[config.mk]
export PLATFORM = sky130hd
export DESIGN_NAME = intersection_time_base
export DESIGN_NICKNAME = d
export VERILOG_FILES = /design/src/rtl/intersection_time_base.sv
export SDC_FILE = /design/constraint.sdc
export NUM_CORES = 1
export LEC_CHECK = 0
export ABC_CLOCK_PERIOD_IN_PS = 2000
export CORE_MARGIN = 2
export CORE_UTILIZATION = 47
export CTS_CLUSTER_DIAMETER = 60
export DETAILED_ROUTE_END_ITERATION = 6
export GPL_TIMING_DRIVEN = 0
export MAX_ROUTING_LAYER = met4
export PLACE_DENSITY_LB_ADDON = 0.15
export SKIP_CTS_REPAIR_TIMING = 1
export SKIP_LAST_GASP = 1
export SYNTH_ARGS = -nofsm -noshare
export SYNTH_HDL_FRONTEND = slang
export SYNTH_SLANG_ARGS = --single-unit
[constraint.sdc]
create_clock -name clk -period 2 [get_ports clk]
set_input_delay 0.2 -clock clk [delete_from_list [all_inputs] [get_ports clk]]
set_output_delay 0.2 -clock clk [all_outputs]
set_load 0.05 [all_outputs]
[src/rtl/intersection_time_base.sv]
// 12-hour time-of-day source for the intersection simulator, with rush-hour decode,
// second/hour strobes and a valid/ready preset port serviced by a two-state load FSM.
module intersection_time_base #(
    parameter int TICKS_PER_SEC = 1,
    parameter int INIT_HOUR     = 6,
    parameter bit INIT_AM_PM    = 1'b0
) (
    input  logic       clk,
    input  logic       rst,
    input  logic       en,
    input  logic       set_valid,
    input  logic [3:0] set_hour,
    input  logic [5:0] set_minute,
    input  logic [5:0] set_second,
    input  logic       set_am_pm,
    output logic       set_ready,
    output logic       set_err,
    output logic [3:0] hour,
    output logic [5:0] minute,
    output logic [5:0] second,
    output logic       am_pm,
    output logic       rush_hour,
    output logic       sec_tick,
    output logic       hour_tick
);

    localparam int            PW         = (TICKS_PER_SEC > 1) ? $clog2(TICKS_PER_SEC) : 1;
    localparam logic [PW-1:0] PRESC_LAST = PW'(TICKS_PER_SEC - 1);
    localparam logic [PW-1:0] PRESC_ONE  = PW'(1);

    typedef enum logic {S_IDLE, S_HOLD} state_t;

    state_t        r_state;
    logic [PW-1:0] r_presc;
    logic [3:0]    r_hour;
    logic [5:0]    r_minute;
    logic [5:0]    r_second;
    logic          r_am_pm;
    logic          r_set_ready;
    logic          r_set_err;
    logic          r_sec_tick;
    logic          r_hour_tick;

    logic [3:0]    w_hour_n;
    logic [5:0]    w_minute_n;
    logic [5:0]    w_second_n;
    logic          w_am_pm_n;
    logic          w_hour_carry;
    logic          w_wrap;
    logic          w_load_legal;

    function automatic logic fields_legal(input logic [3:0] h,
                                          input logic [5:0] m,
                                          input logic [5:0] s);
        return (h >= 4'd1) && (h <= 4'd12) && (m <= 6'd59) && (s <= 6'd59);
    endfunction

    function automatic logic is_rush(input logic [3:0] h, input logic pm);
        return (!pm && (h == 4'd7 || h == 4'd8)) || (pm && (h == 4'd5 || h == 4'd6));
    endfunction

    assign w_wrap       = en && (r_presc == PRESC_LAST);
    assign w_load_legal = fields_legal(set_hour, set_minute, set_second);
    assign w_hour_carry = (r_minute == 6'd59) && (r_second == 6'd59);

    // Time one second later; am_pm flips only on the 11 -> 12 hour step.
    always_comb begin
        w_second_n = r_second;
        w_minute_n = r_minute;
        w_hour_n   = r_hour;
        w_am_pm_n  = r_am_pm;
        if (r_second == 6'd59) begin
            w_second_n = 6'd0;
            if (r_minute == 6'd59) begin
                w_minute_n = 6'd0;
                if (r_hour == 4'd11) begin
                    w_hour_n  = 4'd12;
                    w_am_pm_n = ~r_am_pm;
                end else if (r_hour == 4'd12) begin
                    w_hour_n = 4'd1;
                end else begin
                    w_hour_n = r_hour + 4'd1;
                end
            end else begin
                w_minute_n = r_minute + 6'd1;
            end
        end else begin
            w_second_n = r_second + 6'd1;
        end
    end

    always_ff @(posedge clk) begin
        if (rst) begin
            r_state     <= S_IDLE;
            r_presc     <= '0;
            r_hour      <= 4'(INIT_HOUR);
            r_minute    <= 6'd0;
            r_second    <= 6'd0;
            r_am_pm     <= INIT_AM_PM;
            r_set_ready <= 1'b1;
            r_set_err   <= 1'b0;
            r_sec_tick  <= 1'b0;
            r_hour_tick <= 1'b0;
        end else begin
            r_set_err   <= 1'b0;
            r_sec_tick  <= 1'b0;
            r_hour_tick <= 1'b0;
            case (r_state)
                S_IDLE: begin
                    // A load always pre-empts an advance on the same edge.
                    if (set_valid) begin
                        r_state     <= S_HOLD;
                        r_set_ready <= 1'b0;
                        if (w_load_legal) begin
                            r_hour   <= set_hour;
                            r_minute <= set_minute;
                            r_second <= set_second;
                            r_am_pm  <= set_am_pm;
                            r_presc  <= '0;
                        end else begin
                            r_set_err <= 1'b1;
                        end
                    end else if (en) begin
                        if (w_wrap) begin
                            r_presc     <= '0;
                            r_hour      <= w_hour_n;
                            r_minute    <= w_minute_n;
                            r_second    <= w_second_n;
                            r_am_pm     <= w_am_pm_n;
                            r_sec_tick  <= 1'b1;
                            r_hour_tick <= w_hour_carry;
                        end else begin
                            r_presc <= r_presc + PRESC_ONE;
                        end
                    end
                end
                S_HOLD: begin
                    r_state     <= S_IDLE;
                    r_set_ready <= 1'b1;
                end
                default: begin
                    r_state     <= S_IDLE;
                    r_set_ready <= 1'b1;
                end
            endcase
        end
    end

    assign set_ready = r_set_ready;
    assign set_err   = r_set_err;
    assign hour      = r_hour;
    assign minute    = r_minute;
    assign second    = r_second;
    assign am_pm     = r_am_pm;
    assign rush_hour = is_rush(r_hour, r_am_pm);
    assign sec_tick  = r_sec_tick;
    assign hour_tick = r_hour_tick;

endmodule

==> summary.md, run 1 <==
| Metric | Value |
|---|---|
| Post-route ant nets | `0` |
| Die W | `60.69 um` |
| Worst path top cell family by delay | `buffers and inverters` |
| Top cell type's share of synthesized area | `0.3049` |
| Final setup violation count | `0` |
| Reg clk slew, reported paths | `0.14 ns` |
| Clock tree buffer depth | `2` |
| Total routed wirelength | `4383 um` |
| Post-synth EDFFs | `0` |
| Critical path class | `reg2out` |
| DRC | `0` |
| Top cells by count, synth | `dfxtp_1 (23), nand2_1 (22), a21oi_1 (15)` |
| Row count | `20` |
| Area leader, netlist | `dfxtp_1` |
| Final worst setup slack | `0.03035 ns` |
| Setup Skew | `0.006091 ns` |
| Unrepaired setup endpoints after global routing | `true` |
| Pin count of the biggest net entering global routing | `13` |
| Max-slew violations | `0` |
| Vias per inst | `a little over 6` |
| Root Buffer | `clkbuf_4` |
| Global-route wire length before repair | `about 6900 um` |
| Post-route minimum period | `1.970 ns` |
| Peak VDD IR | `0.2767 mV` |
| Fin nets | `roughly 260` |
| Lkg Pwr | `0.7718 nW` |
| CTS tree | `built` |
| FMAX | `around 0.51 GHz` |
| Slew headroom | `0.5658` |
| N_diodes | `0` |
| CP required | `1.80 ns` |
| Seq cells post-synth | `23` |
| Area Overhead vs Synth | `35.79%` |
| Actual slew at the worst max-slew pin | `0.6500 ns` |
| IO buf count | `41` |
| Pre-CTS setup slack | `-0.1625 ns` |
| Crit end category | `output pin` |
| Commonest register cell after synthesis | `dfxtp_1` |
| Max Cap Violations | `0` |
| GRT overflow | `0` |
| First-pass DRT Iterations | `4` |
| Synth top area cells | `dfxtp_1 (30%), nand2_1 (5.5%), a21oi_1 (5.0%)` |
| Syn_nets | `208` |
| Fin. Hold Viols | `0` |
| CTS Buf Count | `3` |
| Top-count cell post-synth | `dfxtp_1` |
| Pwr per Cell Area | `about 570 nW/um2` |
| Die span in y | `60.69 um` |
| Core footprint | `approximately 3100 um2` |
| Crit path buffers/inverters | `1` |
| IO Pins | `43` |
| Async set-reset flop share out of synthesis | `0` |
| Worst stage delay on the critical path | `between 0.8 and 0.9 ns` |
| Initial Util | `0.4947` |
| Final period utilization | `0.9848` |
| Crit path arrival time | `roughly 1.8 ns` |
| GRT Util Overall | `0.2551` |
| Vias in the first global route | `about 1.5k` |
| Post-DP HPWL | `3131 um` |
| Worst hold path class | `in2reg` |
| Clock Latency Late Sink | `0.33 ns` |
| WL per Instance | `between 15 and 20 um` |
| Post-Synthesis Cells | `between 150 and 200` |
| Synthesized area per cell | `8.344 um2` |
| Distinct cells, synth | `54` |
| RePlAce Congestion | `0.8742` |
| Layout cells sized above 1 | `0.1528` |
| CP Max Fanout | `8` |
| Status | `finished, final reports clean` |
| CP startpoint kind | `flip-flop` |
| Synthesized area | `1510 um2` |
| Starting DRC count in detailed routing | `between 100 and 150` |
| Synth warn | `0` |
| Total power | `between 0.001 and 0.0015 W` |
| H-tree Lvls | `1` |
| Worst path slowest cell | `clkdlybuf4s50_1` |
| Critical path, cell by cell | `clkdlybuf4s50_1` |
| Clk sinks | `23` |
| Via count | `1649` |
| Full die area | `3683 um2` |
| Register area share after synthesis | `0.3049` |
| Antenna violations before repair | `0` |
power breakdown:
group | internal (W) | total, W | switching (W)
registers | 0.000488 | 0.000527 | 0.0000391
logic | 0.000167 | 0.000411 | 0.000244
clock network | 0.0000782 | 0.000233 | 0.000155
per-stage QoR:
| stage | TNS, ns | area, um2 | hold WS, ns | std cells | util |
|---|---|---|---|---|---|
| after detailed placement | -1.069 | 1986 | 0.4529 | 266 | 0.6504 |
| after global placement | -0.8146 | 1986 | 0.4429 | 266 | 0.6504 |
| final | 0 | 2051 | 0.09782 | 273 | 0.6717 |
| after global routing | -0.08456 | 2051 | 0.09361 | 273 | 0.6717 |
| after floorplan | 0 | 1520 | 0.3576 | 181 | - |
| after CTS | -0.5553 | 2012 | 0.09714 | 270 | 0.6590 |
layout make-up:
cell class / count / area, um2
Sequential cell: 23 / 466.7
Tap cell: 44 / 55.05
Multi-Input combinational cell: 139 / 954.7
Timing Repair Buffer: 44 / 431.7
Clock buffer: 4 / 26.28
Buffer: 11 / 86.33
Fill cell: 285 / 1002
Inverter: 8 / 30.03
layer usage:
layer  GRT usage  wire length, um  share of wire  up-vias
met5           -                0              0        -
met4     0.08696               59          0.013        0
met1      0.3290             1928           0.44      781
met3     0.02345              260          0.059        9
li1            -                -              -      791
met2      0.4178             2134           0.49       68
cells by family after synthesis:
family | Yosys count | share of synthesized area
simple gates | 70 | 0.2527
compound gates | 59 | 0.2892
flops | 23 | 0.3049
buf+inv | 19 | 0.07705
fa+ha+maj | 6 | 0.04971
mux | 4 | 0.02651
final timing paths:
check | from | endpoint | slack, ns | cells after the start
worst min-delay path | rst | minute[1] | 0.1 | 2
worst min register to register | set_ready | set_ready | 0.48 | 2
worst max register to register | second[0] | hour[1] | 0.07 | 7
worst max-delay path | minute[2] | minute[2] | 0.03 | 1
sequential cells by signal (all words and copies together), names as in the netlist:
register / cells
minute: 6
hour: 4
second: 6
set_ready: 1
r_presc: 1
hour_tick: 1
set_err: 1
r_state: 1
am_pm: 1
sec_tick: 1
cell usage in the layout (no fill, tap or decap), drive strengths merged, types with 3 or more instances in the layout:
cell,count
ha,6
o31ai,4
o211ai,3
nand2,22
o21ai,12
clkbuf,11
buf,7
mux2i,4
clkdlybuf4s50,40
dfxtp,23
a32o,4
nand4,7
inv,8
nor3,4
nor2b,3
nor2,15
and4,3
a21oi,15
nand3,3
(Power assumes the default switching activity.)
==> run 2, diff against run 1 <==
Settings changed: GPL_TIMING_DRIVEN 0 to default.
==> run 2 against run 1 <==
- global-route usage about the same
- routed wire length decreased by 4.2%
- utilization increased by 2.5 points
- final cell count increased by 3.3%
- setup slack improved by 0.063 ns
- fmax increased by 3.3%
- clock power decreased by 2%
- sequential share of layout area decreased by 0.77 points
- count of clock-buffer cells in the layout decreased by 1
- total power increased by 1.4%
- highest routed layer unchanged
==> summary.md, run 2 (synthesized netlist as in run 1, its figures left out) <==
| Metric | Value |
|---|---|
| Final period utilization | `0.9535 (-0.03129)` |
| Pin count of the biggest net entering global routing | `26 (+13)` |
| Lkg Pwr | `0.8287 nW (+7.4%)` |
| DRC | `0 (unchanged)` |
| Core footprint | `3053 um2 (unchanged)` |
| Row count | `20 (unchanged)` |
| Crit path arrival time | `1.71 ns (-0.06 ns)` |
| Total routed wirelength | `4197 um (-4.2%)` |
| Final setup violation count | `0 (unchanged)` |
| Vias per inst | `5.809 (-3.8%)` |
| Critical path class | `reg2out` |
| Via count | `1638 (-0.67%)` |
| Post-DP HPWL | `3158 um (+0.88%)` |
| Hold Path Depth | `3 (+1)` |
| N_diodes | `0 (unchanged)` |
| Clk sinks | `23 (unchanged)` |
| Actual slew at the worst max-slew pin | `0.5029 ns (-0.1470 ns)` |
| Max-slew violations | `0 (unchanged)` |
| GRT Util Overall | `0.2550 (about the same)` |
| Fin nets | `266 (+3.5%)` |
| Reg2Reg Capture Point | `minute[2]` |
| Peak VDD IR | `0.2637 mV (-4.7%)` |
| CTS Buf Count | `3 (unchanged)` |
| Die W | `60.69 um (unchanged)` |
| Reg clk slew, reported paths | `0.13 ns (about the same)` |
| Fin cells | `282 (+3.3%)` |
| IO Pins | `43 (unchanged)` |
| Worst path slowest cell | `clkdlybuf4s50_1` |
| Vias in the first global route | `1568 (+2.8%)` |
| HP Start | `set_second[1]` |
| First-pass DRT Iterations | `4 (unchanged)` |
| H-tree Lvls | `1 (unchanged)` |
| Full die area | `3683 um2 (unchanged)` |
| Most frequent cells in the layout | `clkdlybuf4s50_1 (41), nand2_1 (22), buf_4 (22)` |
| Clock Latency Late Sink | `0.33 ns (about the same)` |
| Layout cells sized above 1 | `0.1933 (+0.04044)` |
| Critical path, cell by cell | `clkdlybuf4s50_1` |
| GRT overflow | `0 (unchanged)` |
| Most common cell after layout, fill and taps aside | `clkdlybuf4s50_1` |
| Slew headroom | `0.6637 (+0.09791)` |
| Worst stage delay on the critical path | `0.87 ns (about the same)` |
| Setup slack, reg-to-reg | `0.10 ns (+0.03 ns)` |
| Hold EP | `second[1]` |
| CP required | `1.80 ns (about the same)` |
| RePlAce Congestion | `0.8778 (+0.41%)` |
| Crit path buffers/inverters | `1 (unchanged)` |
| Post-route ant nets | `0 (unchanged)` |
| Final worst setup slack | `0.09292 ns (+0.06257 ns)` |
| Reg2Reg Launch Point | `minute[1]` |
| R2R cell count | `7 (unchanged)` |
| Clock tree buffer depth | `2 (unchanged)` |
| CTS tree | `built` |
| Area Overhead vs Synth | `40.93%` |
| FMAX | `0.5244 GHz (+3.3%)` |
| Setup Skew | `0.004106 ns (-0.001984 ns)` |
| Status | `finished, final reports clean` |
| Die span in y | `60.69 um (unchanged)` |
| Root Buffer | `clkbuf_4` |
| Starting DRC count in detailed routing | `130 (+9.2%)` |
| Crit end category | `output pin` |
| Worst hold path class | `in2reg` |
| Global-route wire length before repair | `6955 um (+0.51%)` |
| Worst path top cell family by delay | `buffers and inverters` |
| IO buf count | `42 (+2.4%)` |
| Max Cap Violations | `0 (unchanged)` |
| Antenna violations before repair | `0 (unchanged)` |
| CP Max Fanout | `8 (unchanged)` |
| Initial Util | `0.4947 (unchanged)` |
| Pre-CTS setup slack | `-0.07384 ns (+0.08868 ns)` |
| WL per Instance | `14.88 um (-7.3%)` |
| CP startpoint kind | `flip-flop` |
| Placed cell count | `277 (+4.1%)` |
| Post-route minimum period | `1.907 ns (-0.06257 ns)` |
| Fin. Hold Viols | `0 (unchanged)` |
| Pwr per Cell Area | `558.2 nW/um2 (-2.3%)` |
[run 2: area by class of cell]
class | count | area (um2)
Sequential cell | 23 | 467.9
Clock buffer | 3 | 22.52
Clock inverter | 1 | 5.005
Fill cell | 273 | 924.6
Timing Repair Buffer | 64 | 595.6
Multi-Input combinational cell | 139 | 952.2
Tap cell | 44 | 55.05
Inverter | 8 | 30.03
[run 2: layer usage]
layer  up-vias  GRT usage  share of wire
li1        805          -              -
met1       770     0.3156           0.46
met2        50     0.4163           0.47
met3        13    0.03412          0.036
met4         0     0.1056          0.030
met5         -          -              0
[run 2: where the power goes]
group          internal, W  switching (W)  leakage (nW)
clock network    0.0000753       0.000154        0.0177
logic             0.000189       0.000240         0.621
registers         0.000488      0.0000414         0.190
total             0.000753       0.000435         0.829
[run 2: worst max-delay path by stage]
stage | startpoint | slack (ns) | depth (start not counted) | to
2_1_floorplan | second[0] | 0.04 | 7 | hour[1]
3_3_place_gp | set_hour[0] | -0.01 | 7 | hour[2]
3_5_place_dp | set_hour[0] | -0.07 | 7 | hour[0]
4_1_cts | hour[0] | 0.04 | 7 | rush_hour
5_1_grt | second[0] | -0.006 | 7 | minute[5]
6_report | minute[2] | 0.09 | 1 | minute[2]
[run 2: stage by stage]
step | hold WS (ns) | power, W | TNS (ns) | instance area, um2 | util
after floorplan | 0.3576 | 0.0007913 | 0 | 1520 | -
after global placement | 0.4514 | 0.0009488 | -0.02206 | 2077 | 0.6803
after detailed placement | 0.4580 | 0.0009588 | -0.2741 | 2077 | 0.6803
after CTS | 0.4531 | 0.001188 | 0 | 2105 | 0.6893
after global routing | 0.4656 | 0.001252 | -0.009181 | 2128 | 0.6971
final | 0.4488 | 0.001188 | 0 | 2128 | 0.6971
==> run 3, diff against run 2 <==
Settings changed: CTS_BUF_LIST from default to sky130_fd_sc_hd__clkbuf_4 sky130_fd_sc_hd__clkbuf_8 sky130_fd_sc_hd__clkbuf_16.
==> results of run 3 <==
No change in the layout: final DEF, timing and power equal those of run 2.
